==> src/rtl/risc_control_ws.sv <==
// Instruction sequencer for the accumulator RISC CPU with memory wait states, sticky HALTED and done pulse.
// Optional single-step control is enabled by defining CTRL_STEP_EN.

package risc_control_ws_pkg;
    typedef enum logic [2:0] {
        HLT = 3'd0, SKZ = 3'd1, ADD = 3'd2, AND = 3'd3,
        XOR = 3'd4, LDA = 3'd5, STO = 3'd6, JMP = 3'd7
    } opcode_t;
endpackage

module risc_control_ws
    import risc_control_ws_pkg::*;
#(
    parameter int WAIT_W = 4
) (
    input  logic              clk,
    input  logic              rst_,
    input  opcode_t           opcode,
    input  logic              zero,
    input  logic [WAIT_W-1:0] wait_cfg,
    input  logic              resume,
`ifdef CTRL_STEP_EN
    input  logic              step_mode,
    input  logic              step,
`endif
    output logic              loadAc,
    output logic              memRd,
    output logic              memWr,
    output logic              incPc,
    output logic              loadPc,
    output logic              loadIr,
    output logic              halt,
    output logic              inst_done,
    output logic              busy
);

    typedef enum logic [3:0] {
        INST_ADDR  = 4'd0, INST_FETCH = 4'd1, INST_LOAD = 4'd2,
        IDLE       = 4'd3, OP_ADDR    = 4'd4, OP_FETCH  = 4'd5,
        ALU_OP     = 4'd6, STORE      = 4'd7, HALTED    = 4'd8
    } state_t;

    state_t            state_q, state_d;
    logic [WAIT_W-1:0] cnt_q, cnt_d;
    logic [WAIT_W-1:0] lat_q, lat_d;
    logic              aluop_s;
    logic              adv_s;

    assign aluop_s = (opcode == ADD) || (opcode == AND) || (opcode == XOR) || (opcode == LDA);

`ifdef CTRL_STEP_EN
    assign adv_s = !step_mode || step;
`else
    assign adv_s = 1'b1;
`endif

    // State, wait counter and latched wait value registers
    always_ff @(posedge clk or negedge rst_) begin
        if (!rst_) begin
            state_q <= INST_ADDR;
            cnt_q   <= '0;
            lat_q   <= '0;
        end else begin
            state_q <= state_d;
            cnt_q   <= cnt_d;
            lat_q   <= lat_d;
        end
    end

    // Next-state logic; the counter stops at the match so it never wraps
    always_comb begin
        state_d = state_q;
        cnt_d   = cnt_q;
        lat_d   = lat_q;
        case (state_q)
            INST_ADDR: begin
                if (adv_s) begin
                    state_d = INST_FETCH;
                    cnt_d   = '0;
                    lat_d   = wait_cfg;
                end else begin
                    state_d = INST_ADDR;
                end
            end
            INST_FETCH: begin
                if (cnt_q == lat_q) state_d = INST_LOAD;
                else                cnt_d   = cnt_q + WAIT_W'(1);
            end
            INST_LOAD: state_d = IDLE;
            IDLE:      state_d = OP_ADDR;
            OP_ADDR: begin
                if (opcode == HLT) begin
                    state_d = HALTED;
                end else begin
                    state_d = OP_FETCH;
                    cnt_d   = '0;
                    lat_d   = aluop_s ? wait_cfg : '0;
                end
            end
            OP_FETCH: begin
                if (cnt_q == lat_q) state_d = ALU_OP;
                else                cnt_d   = cnt_q + WAIT_W'(1);
            end
            ALU_OP: state_d = STORE;
            STORE:  state_d = INST_ADDR;
            HALTED: begin
                if (resume) state_d = INST_ADDR;
                else        state_d = HALTED;
            end
            default: state_d = INST_ADDR;
        endcase
    end

    // Output decode from state, opcode and zero flag
    always_comb begin
        loadAc    = 1'b0;
        memRd     = 1'b0;
        memWr     = 1'b0;
        incPc     = 1'b0;
        loadPc    = 1'b0;
        loadIr    = 1'b0;
        halt      = 1'b0;
        inst_done = 1'b0;
        busy      = 1'b1;
        case (state_q)
            INST_ADDR:  busy = 1'b1;
            INST_FETCH: memRd = 1'b1;
            INST_LOAD, IDLE: begin
                memRd  = 1'b1;
                loadIr = 1'b1;
            end
            OP_ADDR: begin
                incPc = 1'b1;
                halt  = (opcode == HLT);
            end
            OP_FETCH: memRd = aluop_s;
            ALU_OP: begin
                loadAc = aluop_s;
                memRd  = aluop_s;
                incPc  = (opcode == SKZ) && zero;
                loadPc = (opcode == JMP);
            end
            STORE: begin
                loadAc    = aluop_s;
                memRd     = aluop_s;
                incPc     = (opcode == JMP);
                loadPc    = (opcode == JMP);
                memWr     = (opcode == STO);
                inst_done = 1'b1;
            end
            HALTED: begin
                halt = 1'b1;
                busy = 1'b0;
            end
            default: busy = 1'b1;
        endcase
    end

endmodule

==> config.mk <==
export PLATFORM = sky130hd
export DESIGN_NAME = risc_control_ws
export DESIGN_NICKNAME = d
export VERILOG_FILES = /design/src/rtl/risc_control_ws.sv
export SDC_FILE = /design/constraint.sdc
export NUM_CORES = 1
export LEC_CHECK = 0
export CORE_UTILIZATION = 53
export CTS_BUF_LIST = sky130_fd_sc_hd__clkbuf_2
export DETAILED_ROUTE_END_ITERATION = 10
export GPL_TIMING_DRIVEN = 0
export MAX_ROUTING_LAYER = met4
export PLACE_DENSITY = 0.86
export SYNTH_ARGS = -nofsm -noshare
export SYNTH_HDL_FRONTEND = slang
export SYNTH_SLANG_ARGS = --single-unit
==> constraint.sdc <==
create_clock -name clk -period 3.5 [get_ports clk]
set_input_delay 0.7 -clock clk [delete_from_list [all_inputs] [get_ports clk]]
set_output_delay 0.7 -clock clk [all_outputs]
set_load 0.02 [all_outputs]
Word level (Yosys, flattened, before mapping)
Cells that the tools add are included.
{"block": "totals", "input_bits": 11, "out_inout_bits": 9, "word_cells": 60, "register_bits": 12}
{"block": "op_classes", "reduce_logical": 16, "n_addsub": 1, "eq_ne": 20, "n_mux": 20}
{"operator": "2-to-1 mux 4 bit", "count": 8}
{"operator": "one-hot mux 4 bit (8 select lines)", "count": 1}
{"operator": "equality test 4 x 3 -> 1 bit (second input constant)", "count": 4}
{"operator": "equality test 3 bit (second input constant)", "count": 4}
{"operator": "one-hot mux 4 bit (3 select lines)", "count": 1}
{"operator": "equality test 4 x 2 -> 1 bit (second input constant)", "count": 2}
{"operator": "!= test 2 bit (second input constant)", "count": 4}
{"operator": "one-hot mux 4 bit (2 select lines)", "count": 1}
{"operator": "equality test 3 x 2 -> 1 bit (second input constant)", "count": 2}
{"operator": "2-to-1 mux 1 bit", "count": 6}
{"operator": "OR reduction 2 bit", "count": 3}
{"operator": "OR reduction 3 bit", "count": 2}
{"operator": "adder 4 x 1 -> 4 bit (second input constant)", "count": 1}
{"operator": "equality test 4 x 1 -> 1 bit (second input constant)", "count": 1}
{"operator": "equality test 4 bit", "count": 1}
{"operator": "equality test 4 bit (second input constant)", "count": 1}
{"operator": "logical NOT 4 bit", "count": 1}
{"operator": "one-hot mux 1 bit (2 select lines)", "count": 2}
{"operator": "AND reduction 2 bit", "count": 2}
{"operator": "equality test 3 x 1 -> 1 bit (second input constant)", "count": 1}
{"operator": "logical NOT 3 bit", "count": 1}
{"operator": "logical OR 1 bit", "count": 3}
{"operator": "one-hot mux 1 bit (3 select lines)", "count": 1}
{"operator": "AND reduction 3 bit", "count": 1}
{"operator": "other kinds (3)", "count": 3}

Logic depth before layout (Yosys ltp)
{"block": "logic_depth", "depth_word": 7, "mapped_depth": 5, "depth_no_buf": 4}

Worst setup path after synthesis
Ideal clock, no wire load.
{"block": "synth_timing", "kind": "input to output", "from": "input opcode[0]", "to": "output halt", "path_slack_ns": 1.301, "cell_stages": 3, "arrival_ns": 1.499, "n_path_buf": 0, "t_required_ns": 2.800, "path_cell_list": "nor3_1 > nand2_1 > a21boi_0"}
{"block": "synth_between", "elab_chain_cells": 2}
{"element": "from (decl)", "line_no": "18", "rtl": "input opcode_t opcode,"}
{"element": "logical NOT 3 bit", "line_no": "134", "rtl": "halt = (opcode == HLT);"}
{"element": "one-hot mux 1 bit (2 select lines)", "line_no": "125", "rtl": "case (state_q)"}
{"element": "to (decl)", "line_no": "32", "rtl": "output logic halt,"}
Every way passes these cells.

Worst setup path in the final report
{"block": "layout_timing", "from": "input opcode[1]", "to": "output halt"}
Same word-level chain as after synthesis.

==> flow_metrics.tcl <==
set metrics [dict create \
    htreeDepth 1 \
    final_common_cell "clkdlybuf4s50_1" \
    dp_hpwl_microns 1452 \
    endpoint "halt" \
    grt_usage_pct 28.33 \
    finalCritPeriodShare_pct 87.61 \
    cp_max_fo 6 \
    r2r_end "cnt_q[2]" \
    status "finished clean" \
    grt_pass1_wl_microns 2911 \
    grt_pass1_vias 644 \
    peakVddDrop_v 0.0004170 \
    clock_sinks 12 \
    crit_top_cell "clkdlybuf4s50_1" \
    synthesis.area_sq_um 774.5 \
    critPathKind "in2out" \
    rr_worst_depth 4 \
    ys_types 29 \
    cp.depth 5 \
    drive_gt1_share_pct 6.481 \
    synth.net_count 97 \
    worstHoldPathType "reg2reg" \
    finalHoldViolCount 0 \
    setup_violations 0 \
    cts_setup_buffers 0 \
    vias 730 \
    synthToLayoutAreaGrowth_pct 29.40 \
    n_antenna_cell 0 \
    slew_violations 0 \
    synth-seq-area-share_pct 38.77 \
    synth_warnings 0 \
    synth_flop_cell "dfrtp_1" \
    timing.max_cap.violations 0 \
    power.density_nw_per_um2 679.3 \
    period_needed_ns 3.066 \
    ys_top_cells_by_area "dfrtp_1 39%, a22o_1 6.8%, xnor2_1 5.7%" \
    clk_pin_slew_ns 0.10 \
    critPathCaptureType "output port" \
    tritoncts "done" \
    grt_setup_unrepaired "false" \
    worst_slew_pin_slew_ns 0.5208 \
    synthCells 85 \
    startpoint "opcode[1]" \
    gp_congestion 0.7710 \
    total_power_uw 680.8 \
    cp_data_required_time_ns 2.80 \
    slowest_stage "clkdlybuf4s50_1" \
    cts_hold_buf 0 \
    dr.pass1.iters 4 \
    cts_buffer_depth 2 \
    path_buf_inv 2 \
    core_sq_um 1334 \
    grt_max_degree 13 \
    path_cells "clkdlybuf4s50_1, nor3_1, nand2_1, a21boi_0, clkdlybuf4s50_1" \
    fmax_mhz 326.1 \
    max-slew-margin-rel_pct 65.17 \
    io_buffers 19 \
    drcViolationCount 0 \
    grt_overflow 0 \
    dieArea_sq_um 1618 \
    r2r_slack_ns 1.90 \
    syn_avg_cell_area_sq_um 9.112 \
    antenna_found_initial 0 \
    ys_seq_elements 12 \
    routed_wirelength_microns 1837 \
    fin_skew_ns 0.02181 \
    initial_core_util_pct 58.07 \
    final_cell_mix "19 x clkdlybuf4s50_1, 12 x dfrtp_1, 11 x nand2_1" \
    synthArstFlopShare_pct 100.0 \
    antenna_left 0 \
    wl_per_cell_microns 14.93 \
    critPathMaxStageDelay_ns 0.62 \
    p_leak_nw 0.3969 \
    rr_startpoint "cnt_q[0]" \
    synth_top_area_share_pct 38.77 \
    cts_buffers 3 \
    synth_edf_count 0 \
    nNetsFinal 121 \
    ctsResizeCount 0 \
    crit_family "buffers and inverters" \
    die_w_microns 40.23 \
    setup_tns_ns 0 \
    synth_area_leader_cell "dfrtp_1" \
    clock_latency_ns 0.29 \
    die_h_microns 40.23 \
    drt_iter0_drc 21 \
    startpoint_type "input port" \
    arrival_ns 2.37 \
    viasPerCell 5.935 \
    io_pins 20 \
    root_buffer "clkbuf_2" \
    rows 13 \
]
-- power by group --
group	switching, mW	internal [mW]
combinational	0.174	0.174
clock	0.0477	0.0248
sequential	0.0666	0.193
-- metrics by stage --
stage | instance area [sq um] | worst slack (ns) | hold slack, ns | util [%] | instances
after floorplan | 774.5 | 1.301 | 0.4044 | - | 85
after global placement | 983.4 | 0.4436 | 0.5125 | 73.73 | 119
after detailed placement | 983.4 | 0.4218 | 0.5197 | 73.73 | 119
after CTS | 1002 | 0.4243 | 0.5487 | 75.14 | 123
after global routing | 1002 | 0.3115 | 0.5814 | 75.14 | 123
final | 1002 | 0.4338 | 0.5431 | 75.14 | 123
-- layout make-up --
| class | instances | area (sq um) |
|---|---|---|
| buffer | 4 | 17.52 |
| clock buffer | 3 | 15.01 |
| clock inverter | 1 | 3.754 |
| fill | 97 | 331.6 |
| multi-input combinational | 69 | 456.7 |
| sequential | 12 | 300.3 |
| tap | 15 | 18.77 |
| timing repair buffer | 19 | 190.2 |
-- worst min-delay path by stage --
stage / start / endpoint / cells past startpoint / slack (ns)
after floorplan: rst_ / cnt_q[0] / 0 / 0.40
after global placement: lat_q[0] / lat_q[0] / 1 / 0.51
after detailed placement: lat_q[2] / lat_q[2] / 1 / 0.52
after CTS: lat_q[2] / lat_q[2] / 1 / 0.55
after global routing: lat_q[1] / lat_q[1] / 1 / 0.58
final: lat_q[2] / lat_q[2] / 1 / 0.54
-- flip-flops by register name, indices dropped and copies added, names as in the netlist --
register  count
cnt_q         4
lat_q         4
state_q       4
-- worst register-to-register path: cells and delay by family (launching register included) --
| family | cells | cell delay (ns) |
|---|---|---|
| simple gates | 1 | 0.32 |
| flops | 1 | 0.47 |
| xor+xnor | 1 | 0.23 |
| compound gates | 2 | 0.49 |
-- logic make-up after synthesis --
family,count (synthesis),share of synthesized area [%]
flip-flops,12,38.77
adder cells (fa/ha/maj),1,1.615
AO/OA/AOI/OAI,19,19.55
AND/OR/NAND/NOR,44,32.15
XOR/XNOR,5,5.654
buffers and inverters,4,2.262
-- routing by layer --
layer | vias up | GRT usage, % | routed length [microns]
li1 | 362 | - | -
met3 | 8 | 9.444 | 81
met5 | - | - | 0
met1 | 339 | 35.27 | 784
met4 | 0 | 10.83 | 47
met2 | 21 | 42.34 | 924
-- Yosys cell counts (all sizes together) (3+ instances only) --
library cell,number
nor2b,4
o21ai,4
o211ai,3
a22o,6
xnor2,5
dfrtp,12
nor2,4
nand2,11
nand3,3
nand2b,5
nor3,5
Note: power is estimated with default switching activity, not from simulation.
